===== config.mk =====
export PLATFORM = sky130hd
export DESIGN_NAME = seq_stream_arbiter
export DESIGN_NICKNAME = d
export VERILOG_FILES = /design/src/rtl/seq_arb_pkg.sv /design/src/rtl/seq_stream_arbiter_rr_pick.sv /design/src/rtl/seq_stream_arbiter.sv
export SDC_FILE = /design/constraint.sdc
export NUM_CORES = 1
export LEC_CHECK = 0
export ABC_CLOCK_PERIOD_IN_PS = 1200
export CAP_MARGIN = 15
export CORE_MARGIN = 2
export CORE_UTILIZATION = 41
export CTS_CLUSTER_DIAMETER = 200
export CTS_CLUSTER_SIZE = 16
export DETAILED_ROUTE_END_ITERATION = 10
export GPL_TIMING_DRIVEN = 0
export PLACE_DENSITY = 0.74
export REMOVE_ABC_BUFFERS = 1
export SYNTH_ARGS = -nofsm -noshare
export SYNTH_HDL_FRONTEND = slang
export SYNTH_SLANG_ARGS = --single-unit

===== constraint.sdc =====
create_clock -name clk -period 1.2 [get_ports clk]
set_input_delay 0.24 -clock clk [delete_from_list [all_inputs] [get_ports clk]]
set_output_delay 0.24 -clock clk [all_outputs]
set_load 0.03 [all_outputs]

===== src/rtl/seq_arb_pkg.sv =====
// Shared types and default sizing for the serial-core stream arbiter.
package seq_arb_pkg;

  typedef enum logic [1:0] {
    IDLE  = 2'd0,
    CLEAR = 2'd1,
    RUN   = 2'd2,
    DRAIN = 2'd3
  } arb_state_e;

  localparam int DEF_N_REQ     = 4;
  localparam int DEF_BURST_LEN = 8;

endpackage


===== src/rtl/seq_stream_arbiter_rr_pick.sv =====
// Combinational round-robin picker: the first set request at or after ptr_i, wrapping.
module rr_pick #(
  parameter  int N_REQ = 4,
  localparam int ID_W  = $clog2(N_REQ)
) (
  input  logic [N_REQ-1:0] req_i,
  input  logic [ID_W-1:0]  ptr_i,
  output logic             found_o,
  output logic [ID_W-1:0]  idx_o
);

  logic [ID_W-1:0] cand;

  // Scan from the farthest offset down, so the nearest hit to ptr_i is written last and wins.
  always_comb begin
    found_o = 1'b0;
    idx_o   = '0;
    cand    = '0;
    for (int k = N_REQ - 1; k >= 0; k--) begin
      cand = ID_W'((int'(ptr_i) + k) % N_REQ);
      if (req_i[cand]) begin
        found_o = 1'b1;
        idx_o   = cand;
      end
    end
  end

endmodule


===== src/rtl/seq_stream_arbiter.sv =====
// Round-robin burst arbiter that time-shares one serial 2-state core between N_REQ requesters.
module seq_stream_arbiter
  import seq_arb_pkg::*;
#(
  parameter  int N_REQ     = DEF_N_REQ,
  parameter  int BURST_LEN = DEF_BURST_LEN,
  localparam int ID_W      = $clog2(N_REQ),
  localparam int CNT_W     = $clog2(BURST_LEN + 1)
) (
  input  logic             clk,
  input  logic             rst_n,
  input  logic [N_REQ-1:0] req,
  input  logic [N_REQ-1:0] in_bit,
  output logic [N_REQ-1:0] gnt,
  output logic             core_clr,
  output logic             core_en,
  output logic             core_a,
  input  logic             core_y,
  output logic             out_bit,
  output logic             out_valid,
  output logic [ID_W-1:0]  out_id,
  output logic             done
);

  arb_state_e      state_q;
  logic [ID_W-1:0] ptr_q;
  logic [ID_W-1:0] owner_q;
  logic [CNT_W-1:0] cnt_q;
  logic            out_valid_q;

  logic            pick_found;
  logic [ID_W-1:0] pick_idx;
  logic [ID_W-1:0] ptr_d;
  logic [CNT_W-1:0] cnt_d;
  logic            busy;

  rr_pick #(
    .N_REQ (N_REQ)
  ) u_pick (
    .req_i   (req),
    .ptr_i   (ptr_q),
    .found_o (pick_found),
    .idx_o   (pick_idx)
  );

  assign ptr_d = (owner_q == ID_W'(N_REQ - 1)) ? '0 : owner_q + ID_W'(1);
  assign cnt_d = cnt_q + CNT_W'(1);

  always_ff @(posedge clk) begin
    if (!rst_n) begin
      state_q     <= IDLE;
      ptr_q       <= '0;
      owner_q     <= '0;
      cnt_q       <= '0;
      out_valid_q <= 1'b0;
    end else begin
      // Core output lags its enabled step by one cycle, so the qualifier does too.
      out_valid_q <= core_en;
      case (state_q)
        IDLE: begin
          if (pick_found) begin
            owner_q <= pick_idx;
            state_q <= CLEAR;
          end
        end
        CLEAR: begin
          cnt_q   <= '0;
          state_q <= RUN;
        end
        RUN: begin
          cnt_q <= cnt_d;
          if (cnt_q == CNT_W'(BURST_LEN - 1)) begin
            state_q <= DRAIN;
          end
        end
        DRAIN: begin
          ptr_q   <= ptr_d;
          state_q <= IDLE;
        end
        default: state_q <= IDLE;
      endcase
    end
  end

  assign busy     = (state_q != IDLE);
  assign core_clr = (state_q == CLEAR);
  assign core_en  = (state_q == RUN);
  assign core_a   = (state_q == RUN) ? in_bit[owner_q] : 1'b0;
  assign done     = (state_q == DRAIN);
  assign out_id   = busy ? owner_q : '0;
  assign out_bit  = core_y;
  assign out_valid = out_valid_q;

  generate
    for (genvar gi = 0; gi < N_REQ; gi++) begin : g_gnt
      assign gnt[gi] = busy && (owner_q == ID_W'(gi));
    end
  endgenerate

endmodule

After elaboration in Yosys (flattened, before gate mapping)
Cells that the tools add are included.
{"block": "word_totals", "register_bits": 11, "inputBits": 11, "out_inout_bits": 12, "wordCells": 59}
{"block": "classes", "addsub": 5, "order_cmp": 5, "n_eq_ne": 9, "mux": 25, "n_reduce_logical": 10}
{"op": "2-to-1 mux 2 bit", "count": 8}
{"op": "< comparator 2 x 3 -> 1 bit (second input constant)", "count": 5}
{"op": "binary-select mux 1 bit (select 2 bit)", "count": 5}
{"op": "2-to-1 mux 1 bit", "count": 10}
{"op": "== test 2 bit (second input constant)", "count": 4}
{"op": "case mux 2 bit (4 select lines)", "count": 1}
{"op": "case mux 4 bit (2 select lines)", "count": 1}
{"op": "adder 2 x 1 -> 2 bit (second input constant)", "count": 2}
{"op": "adder 2 bit (second input constant)", "count": 2}
{"op": "adder 4 x 1 -> 4 bit (second input constant)", "count": 1}
{"op": "== test 2 x 1 -> 1 bit (second input constant)", "count": 2}
{"op": "== test 4 x 3 -> 1 bit (second input constant)", "count": 1}
{"op": "logical AND 1 bit", "count": 4}
{"op": "zero test 2 bit", "count": 2}
{"op": "AND reduction 2 bit", "count": 2}
{"op": "nonzero test 2 bit", "count": 2}
{"op": "!= test 2 x 1 -> 1 bit (second input constant)", "count": 1}
{"op": "!= test 2 bit (second input constant)", "count": 1}

Logic depth before layout (Yosys ltp)
Gate-level depths: netlist (run 1).
{"block": "depth", "word_depth": 9, "mapped_depth": 6}

Hierarchy
A second synthesis (run 1) with hierarchy kept.
{"block": "hier_totals", "cells_unflattened": 88, "area_unflattened_um2": 773.2}
{"module": "seq_stream_arbiter", "n_inst": 1, "cells_per_inst": 75, "area_each_um2": 695.7, "seq_area_each_um2": 220.2}
{"module": "rr_pick", "n_inst": 1, "cells_per_inst": 13, "area_each_um2": 77.6, "seq_area_each_um2": 0.0}

Worst setup path before layout (run 1)
OpenSTA, ideal clock, no wires.
{"block": "synth_path", "path_kind": "register -> output", "from": "register state_q[0]", "to": "output port core_a", "arrival_time_ns": 1.294, "required_ns": 0.960, "slack_ns": -0.334, "stages_incl_launch_ff": 5, "path_cell_list": "dfxtp_1 inv_1 ha_1 buf_2 and2_1"}
{"block": "synth_between", "elab_chain_len": 2}
{"element": "from (decl)", "line": "seq_stream_arbiter.sv:25", "rtl": "arb_state_e state_q;"}
{"element": "from (signal assigned)", "line": "seq_stream_arbiter.sv:51", "rtl": "state_q <= IDLE;"}
{"element": "from (signal assigned)", "line": "seq_stream_arbiter.sv:63", "rtl": "state_q <= CLEAR;"}
{"element": "from (signal assigned)", "line": "seq_stream_arbiter.sv:68", "rtl": "state_q <= RUN;"}
{"element": "== test 2 bit"}
{"element": "net core_en", "line": "seq_stream_arbiter.sv:16", "rtl": "output logic core_en,"}
{"element": "2-to-1 mux 1 bit", "line": "seq_stream_arbiter.sv:88", "rtl": "assign core_a = (state_q == RUN) ? in_bit[owner_q] : 1'b0;"}
{"element": "to (decl)", "line": "seq_stream_arbiter.sv:17", "rtl": "output logic core_a,"}
The timed path passes the listed nets, and every way through them passes these cells.

Worst setup path after layout (run 1)
{"block": "layout_path", "from": "register owner_q[0]", "to": "output port core_a"}
{"block": "layout_between", "elab_chain_len": 3}
{"element": "from (decl)", "line": "seq_stream_arbiter.sv:27", "rtl": "logic [ID_W-1:0] owner_q;"}
{"element": "from (signal assigned)", "line": "seq_stream_arbiter.sv:62", "rtl": "owner_q <= pick_idx;"}
{"element": "binary-select mux 1 bit (select 2 bit)", "line": "seq_stream_arbiter.sv:88"}
{"element": "2-to-1 mux 1 bit (implied by the code)", "line": "seq_stream_arbiter.sv:88"}
{"element": "2-to-1 mux 1 bit", "line": "seq_stream_arbiter.sv:88"}
No other way between the ends. The select of a mux whose other input is x is not followed.

==> key figures, run 1 <==
Status
  • Status: finished, violations left
  • Failing checks: setup timing

Synthesis
  • Ys async rst share: 0%
  • Cell with the most instances after synthesis: sky130_fd_sc_hd__dfxtp_1
  • Cells after synthesis: 85
  • Leading post-synthesis cells by cell area: sky130_fd_sc_hd__dfxtp_1 (29%), sky130_fd_sc_hd__ha_1 (16%), sky130_fd_sc_hd__mux2i_1 (5.2%)
  • Total standard cell area after synthesis: 769 um2
  • Post-synthesis sequential element count: 11
  • Avg Cell Area, Syn: 9.05 um2
  • Proportion of synthesized chip area in sequential cells: 28.6%
  • Top-area cell type share of the netlist area: 28.6%
  • Number of synthesized flops with an enable pin: 0
  • Yosys synthesis warning count: 0
  • Post-synth cell types: 31
  • Leading register cell type out of synthesis: sky130_fd_sc_hd__dfxtp_1
  • Leading post-synthesis cells by instance count: sky130_fd_sc_hd__dfxtp_1 (11), sky130_fd_sc_hd__ha_1 (10), sky130_fd_sc_hd__nand2_1 (7)
  • Area leader, netlist: sky130_fd_sc_hd__dfxtp_1

Power and ir drop
  • Part of the power in registers: 20.2%
  • Maximum vdd drop: 1270 uV
  • Combinational share of power: 70.3%
  • Clock share of power: 9.5%
  • Internal cell power: 1.62 mW
  • Switch share: 40.0%
  • Power density normalized to cell area: 1910 nW/um2
  • Switching component of the power: 1.08 mW
  • Power Total: 2.70 mW
  • Static Leak: 0.566 nW

Worst setup path
  • Largest stage delay on the critical path: 0.49 ns
  • Start-to-end type of the worst setup path: flop to output port
  • Worst EP required: 0.96 ns
  • Kind of start point of the critical path: flop
  • Slowest CP cell: sky130_fd_sc_hd__mux4_2
  • Arrival time of the worst setup path: 1.42 ns
  • Worst-path fanout max: 3
  • CP Cell Sequence: mux4_2 > and2_4 > buf_6
  • Crit. End Element: output port

Floorplanning
  • Number of cell rows: 15
  • Number of top-level pins: 23
  • Area inside the core boundary: 1750 um2
  • Die extent in x: 47.3 um
  • Initial Utilization: 44.1%
  • Die Ht: 47.3 um
  • Total Die Area: 2240 um2

Route
  • Via count: 795
  • Detail-routed net length per standard cell: 16.0 um
  • Via density: 5.30
  • Total length of routed wires: 2400 um
  • Antenna violation net count after detailed routing: 0
  • Initial DRT Pass Iterations: 4
  • Iteration-0 DRC count of the detailed router: 13
  • DRC: 0

Clock network
  • Buffers from clock root to sink, at most: 2
  • Number of buffers added by the clock tree synthesis step: 3
  • TritonCTS clock tree: yes
  • Total of hold buffers inserted after clock tree synthesis: 0
  • Clock Pin Slew Worst Setup and Hold Paths: 0.07 ns
  • H-tree levels: 1
  • Clk Latency, worst-skew pair: 0.27 ns
  • Clock sinks: 11
  • Buffer cell driving the clock tree root: sky130_fd_sc_hd__clkbuf_4

GRT
  • Vias in the first global route: 673
  • Final global-route overflow total: 0
  • First-pass GRT wire length: 2880 um
  • Maximum number of pins on one net before global-route repair: 16
  • Number of antenna violations at the first check in global routing: 0
  • Overall track demand over capacity in global routing: 19.0%

Hold path
  • Class of the most critical hold timing path: input pin to output port

Timing
  • Final setup violation count: 18
  • Count of pins over their slew limit: 0
  • Final min period: 1.66 ns
  • Fmax achieved: 0.604 GHz
  • Worst slew slack as a fraction of its limit: 67.6%
  • Final hold violation count: 0
  • Final worst path period share: 138%
  • Largest clock skew in the final design: 0.00604 ns
  • Setup_tns: -3.81 ns
  • Actual transition at the worst max-transition pin: 0.485 ns
  • Setup ws final: -0.455 ns
  • Unrepaired setup endpoints after global routing: true
  • Worst-case hold slack: 0.480 ns

Final layout
  • Final Util: 81.0%
  • Sequential cell area: 235 um2
  • Area of the multi-input gates: 658 um2
  • Layout Area Growth over Synthesis: 83.7%
  • # nets final: 147
  • Diode count: 0
  • Post-route cell area: 1410 um2
  • Fraction of layout cells with a size suffix above 1: 50.4%
  • Filler Cells Inserted: 107
  • Number of cells in the finished layout apart from fillers: 150

Placement
  • Minimum setup slack after placement: -0.922 ns
  • Global placement routability congestion: 0.755
  • Input/output buffers: 20
  • Total instance count after detailed placement: 125
  • Half-perimeter wire length after placement: 1210 um
  • Area after DPL: 973 um2

Job
  • Maxcap violations: 0
-- power by group through the flow --
stage / logic, mW / clock network (mW) / registers (mW)
after floorplan: 0.636 / 0 / 0.504
final: 1.90 / 0.256 / 0.545
after detailed placement: 0.934 / 0 / 0.510
after CTS: 1.43 / 0.260 / 0.525
after global routing: 2.01 / 0.277 / 0.552
after global placement: 0.916 / 0 / 0.504
-- final cells by class --
cell class | instances | area share, %
inverters | 5 | 2.39
repair buffers | 41 | 30.4
well taps | 25 | 2.21
clock buffers | 4 | 1.86
flip-flops and latches | 11 | 16.6
multi-input cells | 64 | 46.5
-- flip-flops by register name, indices dropped and copies added, names as in the netlist --
name and flops:
cnt_q 4, owner_q 2, out_valid 1, state_q 2, ptr_q 2
-- logic make-up (layout without fill, tap and decap cells) --
logic type,Yosys count,in the layout,synth area share (%)
compound gates,17,17,16.7
fa+ha+maj,10,10,16.3
buf+inv,10,50,6.02
flops,11,11,28.6
mux,5,5,8.13
simple gates,32,32,24.2
-- what timing repair did --
item                       in CTS  in global routing
setup endpoints to repair      20                 18
buffers inserted               12                 10
resized for setup             109                 32
pin swaps                       6                  7
-- cell usage in the layout, fill, tap and decap left out, drive strengths merged, types with 3 or more instances in the layout --
cell type | Yosys | routed
nand3 | 3 | 3
dfxtp | 11 | 11
mux2i | 4 | 4
nor2 | 4 | 4
nand2 | 7 | 7
nand2b | 3 | 3
dlygate4sd2 | 0 | 5
ha | 10 | 10
clkbuf | 2 | 5
nor2b | 4 | 4
a21boi | 4 | 4
buf | 3 | 31
inv | 5 | 5
and2b | 3 | 3
clkdlybuf4s50 | 0 | 4
-- critical path, delay by kind of cell (launching register included) --
kind	cells	cell delay [ns]
buffers and inverters	1	0.13
muxes	1	0.49
and+or+nand+nor	1	0.15
DFF	1	0.37
-- routing by layer --
layer	wire, um	vias to the layer above	GRT usage, %	share of wire, %
li1	-	380	-	-
met1	883	367	21.0	37
met2	1300	37	35.4	54
met3	125	11	1.54	5.2
met4	97	0	10.0	4.0
met5	0	-	0	0
-- path summary, 6_finish.rpt --
path	to	from	slack (ns)	depth (start not counted)
worst max-delay path	core_a	owner_q[0]$_SDFFE_PN0P_	-0.46	3
worst min-delay path	out_bit	core_y	0.48	0
worst max register to register	owner_q[1]$_SDFFE_PN0P_	state_q[0]$_SDFFE_PN0P_	-0.21	7
worst min register to register	cnt_q[3]$_SDFFE_PN0P_	cnt_q[3]$_SDFFE_PN0P_	0.49	2
Power figures use the tool's default switching activity.
==> run 2: changes to the inputs <==
CTS_CLUSTER_DIAMETER = 40   (was 200)
==> results of run 2 <==
The final DEF is identical to that of run 1; final timing and power are the same.
==> run 3: changes to the inputs <==
SYNTH_HIERARCHICAL = 1   (was not set)
==> key figures, run 3 <==
GRT
  • First-pass GRT wire length: 2700 um (was 2880 um)
  • Overall track demand over capacity in global routing: 17.8% (was 19.0%)
  • Final global-route overflow total: 0 (unchanged)
  • Vias in the first global route: 659 (was 673)
  • Maximum number of pins on one net before global-route repair: 13 (was 16)
  • Number of antenna violations at the first check in global routing: 0 (unchanged)

Route
  • Total length of routed wires: 2260 um (was 2400 um)
  • Iteration-0 DRC count of the detailed router: 4 (was 13)
  • Initial DRT Pass Iterations: 4 (unchanged)
  • Via count: 792 (was 795)
  • Via density: 5.18 (was 5.30)
  • Antenna violation net count after detailed routing: 0 (unchanged)
  • DRC: 0 (unchanged)
  • Detail-routed net length per standard cell: 14.8 um (was 16.0 um)

Clock network
  • Clk Latency, worst-skew pair: 0.27 ns (about the same)
  • TritonCTS clock tree: yes (unchanged)
  • H-tree levels: 1 (unchanged)
  • Clock Pin Slew Worst Setup and Hold Paths: 0.07 ns (about the same)
  • Buffers from clock root to sink, at most: 2 (unchanged)
  • Number of buffers added by the clock tree synthesis step: 3 (unchanged)
  • Buffer cell driving the clock tree root: sky130_fd_sc_hd__clkbuf_4 (unchanged)
  • Clock sinks: 11 (unchanged)

Synthesis
  • Post-synthesis sequential element count: 11 (unchanged)
  • Area leader, netlist: sky130_fd_sc_hd__dfxtp_1 (unchanged)
  • Yosys synthesis warning count: 6 (was 0)
  • Leading post-synthesis cells by cell area: sky130_fd_sc_hd__dfxtp_1 (28%), sky130_fd_sc_hd__ha_1 (16%), sky130_fd_sc_hd__nor2b_1 (5.7%) (was sky130_fd_sc_hd__dfxtp_1 (29%), sky130_fd_sc_hd__ha_1 (16%), sky130_fd_sc_hd__mux2i_1 (5.2%))
  • Top-area cell type share of the netlist area: 28.5% (was 28.6%)
  • Avg Cell Area, Syn: 8.79 um2 (was 9.05 um2)
  • Leading post-synthesis cells by instance count: sky130_fd_sc_hd__dfxtp_1 (11), sky130_fd_sc_hd__ha_1 (10), sky130_fd_sc_hd__nand2_1 (8) (was sky130_fd_sc_hd__dfxtp_1 (11), sky130_fd_sc_hd__ha_1 (10), sky130_fd_sc_hd__nand2_1 (7))
  • Number of synthesized flops with an enable pin: 0 (unchanged)
  • Cell with the most instances after synthesis: sky130_fd_sc_hd__dfxtp_1 (unchanged)
  • Proportion of synthesized chip area in sequential cells: 28.5% (was 28.6%)
  • Post-synth cell types: 28 (was 31)
  • Total standard cell area after synthesis: 773 um2 (was 769 um2)
  • Ys async rst share: 0% (unchanged)
  • Cells after synthesis: 88 (was 85)
  • Leading register cell type out of synthesis: sky130_fd_sc_hd__dfxtp_1 (unchanged)

Power and ir drop
  • Power Total: 2.48 mW (was 2.70 mW)
  • Static Leak: 0.551 nW (was 0.566 nW)
  • Power density normalized to cell area: 1760 nW/um2 (was 1910 nW/um2)
  • Maximum vdd drop: 1560 uV (was 1270 uV)

Worst setup path
  • Largest stage delay on the critical path: 0.49 ns (about the same)
  • CP Cell Sequence: mux4_2 > and2_4 > buf_6 (unchanged)
  • Start-to-end type of the worst setup path: flop to output port (unchanged)
  • Kind of start point of the critical path: flop (unchanged)
  • Worst EP required: 0.96 ns (about the same)
  • Worst-path fanout max: 2 (was 3)
  • Arrival time of the worst setup path: 1.39 ns (was 1.42 ns)
  • Crit. End Element: output port (unchanged)
  • Kind of cell adding the most delay to the critical path: multiplexers (unchanged)
  • Critical path buffer and inverter count: 1 (unchanged)
  • Slowest CP cell: sky130_fd_sc_hd__mux4_2 (unchanged)

Final layout
  • Fraction of layout cells with a size suffix above 1: 54.7% (was 50.4%)
  • Layout Area Growth over Synthesis: 81.6% (was 83.7%)
  • Most frequent standard cell in the layout excluding fill and tap cells: sky130_fd_sc_hd__buf_4 (was sky130_fd_sc_hd__buf_6)
  • Post-route cell area: 1400 um2 (was 1410 um2)
  • Most used cells in the layout excluding fill and tap cells: sky130_fd_sc_hd__buf_4 (15), sky130_fd_sc_hd__buf_6 (12), sky130_fd_sc_hd__ha_4 (7) (was sky130_fd_sc_hd__buf_6 (18), sky130_fd_sc_hd__buf_4 (9), sky130_fd_sc_hd__nand2_1 (7), sky130_fd_sc_hd__ha_4 (7), sky130_fd_sc_hd__dfxtp_1 (7))
  • # nets final: 150 (was 147)
  • Flip-flop count of the largest register, all copies and words added: 4 (unchanged)
  • Diode count: 0 (unchanged)
  • Register with the most flip-flops: cnt_q (unchanged)

Placement
  • Minimum setup slack after placement: -0.873 ns (was -0.922 ns)
  • Input/output buffers: 20 (unchanged)
  • Area after DPL: 983 um2 (was 973 um2)
  • Global placement routability congestion: 0.722 (was 0.755)
  • Half-perimeter wire length after placement: 1050 um (was 1210 um)

Floorplanning
  • Die extent in x: 47.4 um (was 47.3 um)
  • Total Die Area: 2250 um2 (was 2240 um2)
  • Number of cell rows: 15 (unchanged)
  • Initial Utilization: 44.3% (was 44.1%)
  • Area inside the core boundary: 1750 um2 (unchanged)
  • Number of top-level pins: 23 (unchanged)
  • Die Ht: 47.4 um (was 47.3 um)

Hold path
  • Class of the most critical hold timing path: input pin to flop (was input pin to output port)

Timing
  • Largest clock skew in the final design: 0.000547 ns (was 0.00604 ns)
  • Setup ws final: -0.434 ns (was -0.455 ns)
  • Final hold violation count: 0 (unchanged)
  • Unrepaired setup endpoints after global routing: true (unchanged)
  • Count of pins over their slew limit: 0 (unchanged)
  • Worst slew slack as a fraction of its limit: 71.0% (was 67.6%)
  • Final min period: 1.63 ns (was 1.66 ns)
  • Final setup violation count: 17 (was 18)
  • Fmax achieved: 0.612 GHz (was 0.604 GHz)
  • Actual transition at the worst max-transition pin: 0.433 ns (was 0.485 ns)
  • Final worst path period share: 136% (was 138%)

Status
  • Failing checks: setup timing (unchanged)
  • Status: finished, violations left (unchanged)

Job
  • Maxcap violations: 0 (unchanged)
[run 3: changes by cell type in the layout (fill, tap and decap cells not counted), moves of 2 or more]
cell / delta
sky130_fd_sc_hd__and2b_1: -3
sky130_fd_sc_hd__nor2b_1: +2
sky130_fd_sc_hd__dfxtp_1: -3
sky130_fd_sc_hd__nand2_2: +2
sky130_fd_sc_hd__buf_6: -6
sky130_fd_sc_hd__or2b_1: -2
sky130_fd_sc_hd__nor2_1: +3
sky130_fd_sc_hd__buf_4: +6
sky130_fd_sc_hd__nand2b_1: +2
sky130_fd_sc_hd__dfxtp_2: +4
[run 3: timing repair]
item	4_1_cts	5_1_grt
setup endpoints to repair	19	19
hold buffers	0	0
setup buffers	11	10
hold endpoints to repair	0	0
pin swaps	6	10
resized for setup	101	38
[run 3: area by class of cell]
class	count	area (um2)
well taps	25	31.3
clock buffers	4	26.3
fillers	102	342
repair buffers	40	395
inverters	4	27.5
multi-input cells	69	687
flip-flops and latches	11	236
[run 3: path summary, 6_finish.rpt]
check | start | endpoint | slack, ns | cells past startpoint
setup / recovery | owner_q[0]$_SDFFE_PN0P_ | core_a | -0.43 | 3
hold / removal | req[0] | owner_q[0]$_SDFFE_PN0P_ | 0.33 | 4
setup reg to reg | state_q[1]$_SDFFE_PN0P_ | state_q[1]$_SDFFE_PN0P_ | -0.24 | 7
hold reg to reg | cnt_q[3]$_SDFFE_PN0P_ | cnt_q[3]$_SDFFE_PN0P_ | 0.51 | 2
[run 3: power by group]
| part | internal (mW) | switching [mW] | total [mW] |
|---|---|---|---|
| clock network | 0.129 | 0.128 | 0.257 |
| registers | 0.450 | 0.0882 | 0.539 |
| logic | 0.872 | 0.808 | 1.68 |
[run 3: layer usage]
metal | track usage (%) | up-vias | routed length [um]
li1 | - | 376 | -
met1 | 18.1 | 376 | 907
met2 | 30.5 | 29 | 1130
met3 | 6.79 | 11 | 136
met4 | 11.1 | 0 | 82
met5 | 0 | - | 0
[run 3: tightest hold or removal path: stages]
cell and delay [ns]:
sky130_fd_sc_hd__dlymetal6s2s_1 0.13, sky130_fd_sc_hd__a211oi_2 0.08, sky130_fd_sc_hd__nand3_1 0.07, sky130_fd_sc_hd__a21boi_1 0.05
[run 3: kinds of logic (layout without fill, tap and decap cells)]
family          after synthesis  count (layout)  synth area share, %
compound gates               13              13                 12.6
fa+ha+maj                    10              10                 16.2
buf+inv                       8              48                 4.69
flops                        11              11                 28.5
mux                           5               5                 8.09
simple gates                 41              41                 29.9
[run 3: stage by stage]
stage	util [%]	cells	setup TNS (ns)	hold slack (ns)
6_report	80.4	153	-3.84	0.333
3_5_place_dp	56.3	129	-7.36	0.479
3_3_place_gp	56.3	129	-7.01	0.475
2_1_floorplan	-	84	-2.06	0.358
4_1_cts	68.6	144	-2.63	0.480
5_1_grt	80.4	153	-4.43	0.376
